<file path="config.mk">
export PLATFORM = sky130hd
export DESIGN_NAME = thumb_hw_fetch
export DESIGN_NICKNAME = d
export VERILOG_FILES = /design/src/rtl/arm_fetch_pkg.sv /design/src/rtl/hw_fifo.sv /design/src/rtl/thumb_hw_fetch.sv
export SDC_FILE = /design/constraint.sdc
export NUM_CORES = 1
export LEC_CHECK = 0
export BUFFER_PORTS_ARGS = -buffer_cell sky130_fd_sc_hd__buf_2
export CAP_MARGIN = 20
export CORE_AREA = 2 2 184 186
export CTS_CLUSTER_SIZE = 28
export DETAILED_ROUTE_END_ITERATION = 7
export DIE_AREA = 0 0 186 188
export SYNTH_ARGS = -nofsm -noshare
export SYNTH_HDL_FRONTEND = slang
export SYNTH_HIERARCHICAL = 1
export SYNTH_SLANG_ARGS = --single-unit
</file>
<file path="constraint.sdc">
create_clock -name clk -period 3.6 [get_ports clk]
set_clock_uncertainty 0.2 [all_clocks]
set_input_delay 0.54 -clock clk [delete_from_list [all_inputs] [get_ports clk]]
set_output_delay 0.54 -clock clk [all_outputs]
set_load 0.05 [all_outputs]
</file>
<file path="src/rtl/arm_fetch_pkg.sv">
// Shared types for the Thumb halfword fetch unit: FSM encoding, widths,
// the tagged halfword FIFO entry and a saturating counter helper.
package arm_fetch_pkg;

  localparam int HW_W    = 16;
  localparam int WORD_W  = 32;
  localparam int ENTRY_W = WORD_W + HW_W;

  typedef enum logic [1:0] {
    FETCH_IDLE = 2'd0,
    FETCH_REQ  = 2'd1,
    FETCH_WAIT = 2'd2
  } fetch_state_e;

  typedef struct packed {
    logic [WORD_W-1:0] addr;
    logic [HW_W-1:0]   data;
  } hw_entry_t;

  function automatic logic [31:0] sat_inc(input logic [31:0] v, input logic en);
    return (en && (v != 32'hFFFF_FFFF)) ? v + 32'd1 : v;
  endfunction

endpackage

</file>
<file path="src/rtl/hw_fifo.sv">
// Halfword prefetch FIFO: push of one or two entries per cycle, single pop,
// flush. Head is presented straight from the storage registers.
module hw_fifo
  import arm_fetch_pkg::*;
#(
  parameter int DEPTH = 4
) (
  input  logic                     clk,
  input  logic                     rst_n,
  input  logic                     flush,
  input  logic                     push,
  input  logic                     push_two,
  input  logic [ENTRY_W-1:0]       push_a,
  input  logic [ENTRY_W-1:0]       push_b,
  input  logic                     pop,
  output logic [ENTRY_W-1:0]       head,
  output logic                     empty,
  output logic [$clog2(DEPTH):0]   free
);

  localparam int AW = $clog2(DEPTH);

  logic [ENTRY_W-1:0] mem_q [DEPTH];
  logic [ENTRY_W-1:0] mem_d [DEPTH];
  logic [AW-1:0]      wr_ptr_q, wr_ptr_d;
  logic [AW-1:0]      rd_ptr_q, rd_ptr_d;
  logic [AW:0]        count_q, count_d;
  logic [AW:0]        push_n, pop_n;
  logic               pop_ok;

  assign empty  = (count_q == '0);
  assign free   = (AW+1)'(DEPTH) - count_q;
  assign head   = mem_q[rd_ptr_q];
  assign pop_ok = pop & ~empty;
  assign push_n = push ? (push_two ? (AW+1)'(2) : (AW+1)'(1)) : '0;
  assign pop_n  = {{AW{1'b0}}, pop_ok};

  always_comb begin
    mem_d    = mem_q;
    wr_ptr_d = wr_ptr_q;
    rd_ptr_d = rd_ptr_q;
    count_d  = count_q;
    if (flush) begin
      wr_ptr_d = '0;
      rd_ptr_d = '0;
      count_d  = '0;
    end else begin
      if (push) begin
        mem_d[wr_ptr_q] = push_a;
        if (push_two) begin
          mem_d[wr_ptr_q + AW'(1)] = push_b;
        end
      end
      // Pointer arithmetic wraps naturally because DEPTH is a power of two.
      wr_ptr_d = wr_ptr_q + push_n[AW-1:0];
      rd_ptr_d = rd_ptr_q + pop_n[AW-1:0];
      count_d  = count_q + push_n - pop_n;
    end
  end

  always_ff @(posedge clk or negedge rst_n) begin
    if (!rst_n) begin
      for (int i = 0; i < DEPTH; i++) begin
        mem_q[i] <= '0;
      end
      wr_ptr_q <= '0;
      rd_ptr_q <= '0;
      count_q  <= '0;
    end else begin
      mem_q    <= mem_d;
      wr_ptr_q <= wr_ptr_d;
      rd_ptr_q <= rd_ptr_d;
      count_q  <= count_d;
    end
  end

endmodule

</file>
<file path="src/rtl/thumb_hw_fetch.sv">
// Fetches 32-bit instruction words and streams tagged Thumb halfwords to the core.
// Optional counters stat_words/stat_drops/stat_stall under THUMB_HW_FETCH_STATS_EN.
module thumb_hw_fetch
  import arm_fetch_pkg::*;
#(
  parameter logic [31:0] RESET_PC   = 32'h0000_0000,
  parameter int          FIFO_DEPTH = 4
) (
  input  logic        clk,
  input  logic        rst_n,
  output logic        mem_req,
  output logic [31:0] mem_addr,
  input  logic        mem_gnt,
  input  logic        mem_rvalid,
  input  logic [31:0] mem_rdata,
  output logic        hw_valid,
  output logic [15:0] hw_data,
  output logic [31:0] hw_pc,
  input  logic        hw_ready,
  input  logic        redir_valid,
  input  logic [31:0] redir_pc
`ifdef THUMB_HW_FETCH_STATS_EN
  ,
  output logic [31:0] stat_words,
  output logic [31:0] stat_drops,
  output logic [31:0] stat_stall
`endif
);

  localparam int          AW      = $clog2(FIFO_DEPTH);
  localparam logic [AW:0] TWO_FREE = (AW+1)'(2);

  fetch_state_e state_q, state_d;
  logic [31:0]  fetch_ptr_q, fetch_ptr_d;
  logic         skip_lo_q, skip_lo_d;
  logic         stale_q, stale_d;

  logic [31:0]  word_addr;
  logic         rsp_take, word_accept, word_drop, pop;
  hw_entry_t    lo_entry, hi_entry, push_a, head_entry;
  logic         fifo_empty;
  logic [AW:0]  fifo_free;

  assign word_addr = fetch_ptr_q & 32'hFFFF_FFFC;
  assign mem_addr  = word_addr;
  assign mem_req   = (state_q == FETCH_REQ);

  // A response is usable only if nothing redirected the stream since its request.
  assign rsp_take    = (state_q == FETCH_WAIT) & mem_rvalid;
  assign word_accept = rsp_take & ~stale_q & ~redir_valid;
  assign word_drop   = rsp_take & ~word_accept;

  assign lo_entry = '{addr: word_addr,          data: mem_rdata[15:0]};
  assign hi_entry = '{addr: word_addr + 32'd2,  data: mem_rdata[31:16]};
  assign push_a   = skip_lo_q ? hi_entry : lo_entry;

  assign hw_valid = ~fifo_empty;
  assign hw_pc    = head_entry.addr;
  assign hw_data  = head_entry.data;
  assign pop      = hw_valid & hw_ready & ~redir_valid;

  hw_fifo #(
    .DEPTH (FIFO_DEPTH)
  ) u_fifo (
    .clk      (clk),
    .rst_n    (rst_n),
    .flush    (redir_valid),
    .push     (word_accept),
    .push_two (~skip_lo_q),
    .push_a   (push_a),
    .push_b   (hi_entry),
    .pop      (pop),
    .head     (head_entry),
    .empty    (fifo_empty),
    .free     (fifo_free)
  );

  always_comb begin
    state_d     = state_q;
    fetch_ptr_d = fetch_ptr_q;
    skip_lo_d   = skip_lo_q;
    stale_d     = stale_q;
    case (state_q)
      FETCH_IDLE: begin
        // Two free slots guarantee a full returning word always fits.
        if (!redir_valid && (fifo_free >= TWO_FREE)) begin
          state_d = FETCH_REQ;
        end
      end
      FETCH_REQ: begin
        if (mem_gnt) begin
          state_d = FETCH_WAIT;
          if (redir_valid) begin
            stale_d = 1'b1;
          end
        end else if (redir_valid) begin
          state_d = FETCH_IDLE;
        end
      end
      FETCH_WAIT: begin
        if (mem_rvalid) begin
          state_d = FETCH_IDLE;
          stale_d = 1'b0;
        end else if (redir_valid) begin
          stale_d = 1'b1;
        end
      end
      default: begin
        state_d = FETCH_IDLE;
        stale_d = 1'b0;
      end
    endcase

    if (word_accept) begin
      fetch_ptr_d = word_addr + 32'd4;
      skip_lo_d   = 1'b0;
    end
    if (redir_valid) begin
      fetch_ptr_d = redir_pc & 32'hFFFF_FFFE;
      skip_lo_d   = redir_pc[1];
    end
  end

  always_ff @(posedge clk or negedge rst_n) begin
    if (!rst_n) begin
      state_q     <= FETCH_IDLE;
      fetch_ptr_q <= RESET_PC & 32'hFFFF_FFFE;
      skip_lo_q   <= RESET_PC[1];
      stale_q     <= 1'b0;
    end else begin
      state_q     <= state_d;
      fetch_ptr_q <= fetch_ptr_d;
      skip_lo_q   <= skip_lo_d;
      stale_q     <= stale_d;
    end
  end

`ifdef THUMB_HW_FETCH_STATS_EN
  logic [31:0] stat_words_q, stat_words_d;
  logic [31:0] stat_drops_q, stat_drops_d;
  logic [31:0] stat_stall_q, stat_stall_d;

  always_comb begin
    stat_words_d = sat_inc(stat_words_q, word_accept);
    stat_drops_d = sat_inc(stat_drops_q, word_drop);
    stat_stall_d = sat_inc(stat_stall_q, hw_ready & ~hw_valid);
  end

  always_ff @(posedge clk or negedge rst_n) begin
    if (!rst_n) begin
      stat_words_q <= '0;
      stat_drops_q <= '0;
      stat_stall_q <= '0;
    end else begin
      stat_words_q <= stat_words_d;
      stat_drops_q <= stat_drops_d;
      stat_stall_q <= stat_stall_d;
    end
  end

  assign stat_words = stat_words_q;
  assign stat_drops = stat_drops_q;
  assign stat_stall = stat_stall_q;
`else
  // Without statistics, word_drop has no consumer beyond this note of intent.
  logic unused_drop;
  assign unused_drop = word_drop;
`endif

endmodule

</file>
Word-level counts from Yosys, hierarchy flattened
Cells that the tools add are included.

Input port bits: 70. Output and inout bits: 82. Logic and storage cells: 83. Register bits: 235.

$lt $le $gt $ge: 6. Equal/unequal tests: 6. Multiplexer cells: 29. Bitwise logic cells: 13. $add $sub $neg: 8. Reductions and logical operators: 10.

Operator list (count): $bwmux 192 (2); $mux 48 (5); $demux 48 s2 (2); $mux 192 (1); $bmux 48 s2 (1); $mux 32 (2); $add 32x2->32 const B (1); $add 32x3->32 const B (1); $mux 2 (7); $ge 3x3->1 const B (3); $not 2->3 (3); $and 1x1->1 (6); $lt 3x1->1 const B (2); $mux 3 (2); $pmux 2 s3 (1); $mux 1 (5); $ne 2x2->1 const B (2); $not 1->1 (4); $reduce_and 2->1 (2); $add 3x3->3 (1); $ge 3x2->1 const B (1); $logic_and 1x1->1 (3); $logic_not 3->1 (1); $ne 3x1->1 const B (1); other kinds (13) (13).

Longest topological paths before layout
Gate-level depths: netlist of run 1.

Word-level depth: 8. Mapped depth: 13. Depth with buffers taken out: 13.

Modules after synthesis
Netlist of run 1, hierarchy kept.

By module, submodules not included: hw_fifo (area each 10288.6 µm², cells each 805, sequential area each 4979.8 µm², instances 1); thumb_hw_fetch (area each 2484.9 µm², cells each 286, sequential area each 850.8 µm², instances 1).

Least setup slack after synthesis of run 1
OpenSTA, ideal clock, no wires.

Kind: register to register. From: reg skip_lo_q. To: reg u_fifo.count_q[2]. Library setup time: 0.121 ns. Required time: 3.279 ns. Buffers on the path: 3. Period minus slack after synthesis: 2.843 ns. Path slack: 0.757 ns. Arrival time: 2.521 ns. Cell stages (with the launch flop): 14. Cell sequence: dfrtp_1 -> clkbuf_1 -> buf_1 -> inv_1 -> buf_4 -> nor2b_1 -> inv_1 -> ha_1 -> inv_1 -> ha_1 -> inv_1 -> fa_1 -> xnor2_1 -> nor2_1.

Word-level cells in the longest chain between the ends: 5.

Ends and longest elaborated chain: start, declared (RTL line thumb_hw_fetch.sv:35) `logic skip_lo_q, skip_lo_d;`; start signal, assigned (RTL line thumb_hw_fetch.sv:128) `skip_lo_q <= RESET_PC[1];`; start signal, assigned (RTL line thumb_hw_fetch.sv:133) `skip_lo_q <= skip_lo_d;`; $mux 2 (RTL line hw_fifo.sv:35) `assign push_n = push ? (push_two ? (AW+1)'(2) : (AW+1)'(1)) : '0;`; $mux 3 (RTL line hw_fifo.sv:35); $add 3x3->3 (RTL line hw_fifo.sv:57) `count_d = count_q + push_n - pop_n;`; $sub 3x1->3 (RTL line hw_fifo.sv:57); $mux 3 (RTL line hw_fifo.sv:43) `if (flush) begin`; via u_fifo.count_d[2] (RTL line hw_fifo.sv:27) `logic [AW:0] count_q, count_d;`; end signal, assigned (RTL line hw_fifo.sv:73) `count_q <= count_d;`; end, declared (RTL line hw_fifo.sv:27).

The timed path passes the listed nets, and every way through them passes these cells. A chain may end at the register's enable or synchronous reset.

Worst setup path after layout of run 1
From: reg state_q[0]. To: reg u_fifo.count_q[2].

Word-level cells in the longest chain between the ends: 8.

Ends and longest elaborated chain: start, declared (RTL line thumb_hw_fetch.sv:33) `fetch_state_e state_q, state_d;`; start signal, assigned (RTL line thumb_hw_fetch.sv:131) `state_q <= state_d;`; $eq 2x2->1 (RTL line thumb_hw_fetch.sv:49) `assign rsp_take = (state_q == FETCH_WAIT) & mem_rvalid;`; $and 1x1->1 (RTL line thumb_hw_fetch.sv:49); $and 1x1->1 (2 in series) (RTL line thumb_hw_fetch.sv:50) `assign word_accept = rsp_take & ~stale_q & ~redir_valid;`; via word_accept (RTL line thumb_hw_fetch.sv:39) `logic rsp_take, word_accept, word_drop, pop;`; $mux 3 (RTL line hw_fifo.sv:35); $add 3x3->3 (RTL line hw_fifo.sv:57); $sub 3x1->3 (RTL line hw_fifo.sv:57); $mux 3 (RTL line hw_fifo.sv:43); via u_fifo.count_d[2] (RTL line hw_fifo.sv:27).

The timed path passes the listed nets, and every way through them passes these cells.

==> flow_metrics.py, run 1 <==
metrics = {
    "setup_path": {
        "worstSetupEndpointType": "flip-flop",
        "crit_type": "flip-flop to flip-flop",
        "cp_data_required_time_ns": 3.82,
        "crit_path_max_fanout": 8,
        "cp.arrival_ns": 3.37,
        "crit_path_start_kind": "flip-flop",
    },
    "timing": {
        "max_freq_mhz": 316.8,
        "hold_viol_final": 0,
        "finalSetupViolCount": 0,
        "setup_tns_ns": 0,
        "min_period_ns": 3.156,
        "worst_pin_slew_ns": 1.159,
        "maxSlewViolCount": 0,
        "finalCritPeriodShare_pct": 87.67,
        "rsz0062_at_grt": "no",
        "fin_hold_ws_ns": 0.01020,
        "maxSlewHeadroom_pct": 22.76,
    },
    "synthesis": {
        "syn-cell-area_mm2": 0.01277,
        "yosys_warnings": 6,
        "syn_area_per_cell_um2": 11.71,
        "netlist_instances": 1090,
    },
    "clocking": {
        "htreeDepth": 1,
        "cts_tree": "yes",
        "clk_pin_slew_ns": 0.06,
        "clock_latency_ns": 0.55,
        "postCtsSetupBuffers": 0,
        "clock_sinks": 233,
        "numCtsBuffers": 28,
        "clockBufferDepth": 3,
        "root_buffer": "clkbuf_16",
    },
    "detailed_routing": {
        "routed_via_density": 6.270,
        "wire_per_inst_um": 24.10,
        "wl_um": 39500,
        "drc": 0,
        "drt-initial-drc-count": 896,
        "vias": 10280,
        "ant_nets": 0,
        "first_pass_iters": 5,
    },
    "place": {
        "dpl.cell_count": 1585,
        "hpwl_um": 22570,
        "globalplace.congestion": 0.7335,
        "io_buffers": 148,
        "placed_cell_area_mm2": 0.01365,
    },
    "global_route": {
        "antenna_found_initial": 3,
        "grt_pass1_wl_um": 61920,
        "grt.overflow.total": 0,
        "grt_pass1_vias": 10330,
        "grt_max_degree": 89,
        "grt_use_total_pct": 22.68,
    },
    "die": {
        "start_util_pct": 38.55,
        "rows": 67,
        "dieArea_mm2": 0.03497,
        "chipWidth_um": 186,
        "die_h_um": 188,
        "core_mm2": 0.03311,
        "ios": 152,
    },
    "power": {
        "switching_share_pct": 37.64,
        "internal_power_mw": 5.909,
        "leakagePower_nw": 6.132,
        "pwr-share-seq_pct": 37.4,
        "netSwitchingPower_mw": 3.567,
        "clkPwrFrac_pct": 29.2,
        "power_density_mw_per_mm2": 650.2,
        "peakVddDrop_mv": 0.3986,
        "total_power_mw": 9.476,
        "combPwrFrac_pct": 33.5,
    },
    "finish": {
        "layout.cells.non_filler": 1639,
        "nFillCells": 3099,
        "layout_commonest_cell": "dfrtp_1",
        "seqCellArea_mm2": 0.005833,
        "final_cell_area_mm2": 0.01457,
        "multi_input_area_mm2": 0.006126,
        "final_cell_mix": "dfrtp_1, buf_2, o22ai_1",
        "nets": 1252,
        "drive_gt1_share_pct": 28.01,
        "area_growth_pct": 14.16,
    },
    "job": {
        "drv_cap": 0,
    },
    "hold_path": {
        "hold_class": "primary input to flip-flop",
    },
    "run_status": {
        "status": "completed",
    },
}
-- routing by layer --
metal / vias up / part of all wire (%) / GRT usage (%)
met4: 2 / 1.8 / 5.300
met1: 5244 / 43 / 31.75
met3: 52 / 7.8 / 4.195
li1: 4513 / - / -
met5: - / 0.033 / 0
met2: 466 / 48 / 36.47
-- sequential cells by signal, summed over array words and instances (netlist names) --
| signal | flops |
|---|---|
| u_fifo/mem_q | 192 |
| fetch_ptr_q | 30 |
| u_fifo/count_q | 3 |
| state_q | 2 |
| u_fifo/rd_ptr_q | 2 |
| u_fifo/wr_ptr_q | 2 |
| skip_lo_q | 1 |
| stale_q | 1 |
-- stage by stage --
step / util [%] / setup slack [ns]
final: 44.01 / 0.4438
after global routing: 44.01 / 0.1555
after CTS: 44.00 / 0.4471
after detailed placement: 41.22 / 0.4877
after global placement: 41.22 / 0.5490
after floorplan: - / 0.7573
-- power by group through the flow --
| stage | Sequential [mW] | Combinational (mW) | Clock [mW] |
|---|---|---|---|
| final | 3.54 | 3.17 | 2.76 |
| after global routing | 3.61 | 3.36 | 2.94 |
| after global placement | 3.56 | 3.15 | 0 |
| after CTS | 3.53 | 3.20 | 2.81 |
| after floorplan | 3.43 | 2.53 | 0 |
| after detailed placement | 3.56 | 3.20 | 0 |
-- worst max-delay path, cell delays in order, from the launching register on --
cell and delay (ns):
dfrtp_1 0.40, inv_1 0.11, ha_1 0.23, nand3b_1 0.17, nor2_1 0.49, nor2b_1 0.25
inv_1 0.06, ha_1 0.29, inv_1 0.06, ha_1 0.13, inv_1 0.05, fa_1 0.37
xnor2_1 0.18, nor2_1 0.06
-- timing repair --
action / in CTS / in global routing
gates resized for setup: 0 / 0
hold buffers: 2 / 0
endpoints found under the hold margin: 86 / 0
-- path summary, 6_finish.rpt --
path,startpoint,to,slack (ns),cells after the start
max in group asynchronous,rst_n,u_fifo/mem_q[52]$_DFFE_PN0P_,1.93,3
min,redir_pc[7],fetch_ptr_q[7]$_DFFE_PN0P_,0.01,3
min in group asynchronous,rst_n,u_fifo/mem_q[92]$_DFFE_PN0P_,0.39,2
min reg2reg,u_fifo/mem_q[20]$_DFFE_PN0P_,u_fifo/mem_q[20]$_DFFE_PN0P_,0.30,1
max,state_q[0]$_DFFE_PN0P_,u_fifo/count_q[2]$_DFF_PN0_,0.44,13
max reg2reg,state_q[0]$_DFFE_PN0P_,u_fifo/count_q[2]$_DFF_PN0_,0.44,13
-- area by class of cell --
type | instances | area share, %
antenna | 2 | 0.03434
sequential | 233 | 40.02
inverter | 20 | 0.5151
clock buffer | 40 | 5.529
multi-input combinational | 702 | 42.03
clock inverter | 10 | 0.6353
timing repair buffer | 184 | 7.383
tap | 448 | 3.846
Note: power is estimated with default switching activity, not from simulation.
==> run 2, diff against run 1 <==
Settings changed: CORE_AREA 2 2 184 186 to 2 2 176 178, DIE_AREA 0 0 186 188 to 0 0 178 180.
==> flow_metrics.py, run 2 (synthesis gave the netlist of run 1 again) <==
metrics = {
    "detailed_routing": {
        "routed_via_density": 6.462,
        "vias": 10350,
        "drc": 0,
        "ant_nets": 0,
        "drt-initial-drc-count": 837,
        "wire_per_inst_um": 24.92,
        "first_pass_iters": 5,
        "wl_um": 39920,
    },
    "die": {
        "start_util_pct": 42.29,
        "dieArea_mm2": 0.03204,
        "ios": 152,
        "chipWidth_um": 178,
        "core_mm2": 0.03019,
        "rows": 64,
        "die_h_um": 180,
    },
    "clocking": {
        "clock_latency_ns": 0.55,
        "root_buffer": "clkbuf_16",
        "hold_buffers": 12,
        "post_cts_resized": 0,
        "clock_sinks": 233,
        "clockBufferDepth": 3,
        "numCtsBuffers": 28,
        "cts_tree": "yes",
        "postCtsSetupBuffers": 0,
        "clk_pin_slew_ns": 0.06,
        "htreeDepth": 1,
    },
    "power": {
        "power_density_mw_per_mm2": 644.5,
        "combPwrFrac_pct": 33.9,
        "leakagePower_nw": 6.198,
        "netSwitchingPower_mw": 3.547,
        "peakVddDrop_mv": 0.3782,
        "pwr-share-seq_pct": 37.3,
        "switching_share_pct": 37.52,
        "internal_power_mw": 5.905,
        "total_power_mw": 9.452,
        "clkPwrFrac_pct": 28.8,
    },
    "timing": {
        "max_freq_mhz": 319.5,
        "finalSetupViolCount": 0,
        "setup_tns_ns": 0,
        "hold_viol_final": 0,
        "maxSlewHeadroom_pct": 44.12,
        "maxSlewViolCount": 0,
        "finalCritPeriodShare_pct": 86.95,
        "worst_pin_slew_ns": 0.8364,
        "min_period_ns": 3.130,
        "rsz0062_at_grt": "no",
    },
    "setup_path": {
        "worstSetupEndpointType": "primary output",
        "path_buf_inv": 2,
        "crit_path_start_kind": "flip-flop",
        "crit_path_max_fanout": 38,
        "worstPathCellList": "buf_12 > mux4_2 > buf_2",
        "slowest_delay_ns": 0.61,
        "cp_data_required_time_ns": 2.86,
        "cp.arrival_ns": 2.39,
        "path_delay_family": "buffers and inverters",
        "crit_type": "flip-flop to primary output",
        "crit_path_top_delay_cell": "dfrtp_2",
    },
    "finish": {
        "final_cell_mix": "dfrtp_1, buf_2, o22ai_1",
        "antennaDiodeCount": 0,
        "area_growth_pct": 14.89,
        "largest_reg_flops": 192,
        "drive_gt1_share_pct": 27.78,
        "top_register": "u_fifo/mem_q",
        "reg.largest.list": "u_fifo/mem_q: 192 flops, fetch_ptr_q: 30 flops, u_fifo/count_q: 3 flops",
        "nets": 1268,
        "layout_commonest_cell": "dfrtp_1",
    },
    "place": {
        "io_buffers": 148,
        "globalplace.congestion": 0.7930,
        "hpwl_um": 22540,
    },
    "hold_path": {
        "hold_class": "primary input to flip-flop",
    },
    "global_route": {
        "grt_use_total_pct": 24.80,
        "grt_max_degree": 94,
        "grt_pass1_vias": 10190,
        "antenna_found_initial": 0,
        "grt_pass1_wl_um": 62440,
        "grt.overflow.total": 0,
    },
    "job": {
        "drv_cap": 0,
    },
    "run_status": {
        "status": "completed",
    },
}
[run 2: changes by cell type in the layout (fill, tap and decap cells not counted), moves of 2 or more]
cell           delta
buf_12            +3
buf_4             +3
clkbuf_1          +5
clkinv_2          -2
diode_2           -2
dlygate4sd3_1    +10
[run 2: worst paths after layout]
check	from	slack, ns	cells after the start	to
worst min register to register	u_fifo/mem_q[15]$_DFFE_PN0P_	0.31	1	u_fifo/mem_q[15]$_DFFE_PN0P_
worst max-delay path	u_fifo/rd_ptr_q[1]$_DFF_PN0_	0.47	3	hw_pc[8]
worst max register to register	state_q[0]$_DFFE_PN0P_	0.69	14	u_fifo/count_q[2]$_DFF_PN0_
min in group asynchronous	rst_n	0.41	2	u_fifo/mem_q[183]$_DFFE_PN0P_
max in group asynchronous	rst_n	1.89	3	u_fifo/mem_q[55]$_DFFE_PN0P_
worst min-delay path	redir_pc[8]	0.02	3	fetch_ptr_q[8]$_DFFE_PN0P_
[run 2: power by group through the flow]
stage	logic (mW)	clock network, mW	registers [mW]
2_1_floorplan	2.53	0	3.43
3_5_place_dp	3.21	0	3.55
6_report	3.20	2.72	3.53
3_3_place_gp	3.16	0	3.55
5_1_grt	3.40	2.88	3.59
4_1_cts	3.23	2.77	3.52
[run 2: per-stage QoR]
stage                     cells  hold slack [ns]  instance area (um2)  worst slack [ns]  utilization (%)
after floorplan            1102          0.04441                12810            0.7573                -
after global placement     1539           0.2892                13670            0.7387            45.28
after detailed placement   1539           0.2935                13670            0.7190            45.28
after CTS                  1602          0.01191                14670            0.4430            48.58
after global routing       1602          0.03452                14670            0.3828            48.58
final                      1602          0.02456                14670            0.4699            48.58
[run 2: worst register-to-register path, stage by stage, from the launching register on]
cell and delay [ns]:
dfrtp_1 0.39, inv_1 0.11, ha_1 0.23, nand3b_1 0.19, nor2_1 0.13, buf_4 0.16
nor2b_1 0.18, inv_1 0.07, ha_1 0.29, inv_1 0.06, ha_1 0.13, inv_1 0.05
fa_1 0.37, xnor2_1 0.18, nor2_1 0.05
[run 2: area by class of cell]
cell class / count / area (um2)
fillers: 2756 / 15520
well taps: 396 / 495.5
multi-input cells: 702 / 6126
clock inverters: 5 / 28.78
flip-flops and latches: 233 / 5833
inverters: 20 / 75.07
repair buffers: 200 / 1259
clock buffers: 46 / 849.6
[run 2: layer usage]
layer  global-route usage [%]  up-vias  wire, um
met5                        0        -         0
met3                    4.019       56      3194
met2                    39.66      483     18990
met4                    6.525        0       892
li1                         -     4552         -
met1                    35.03     5261     16840
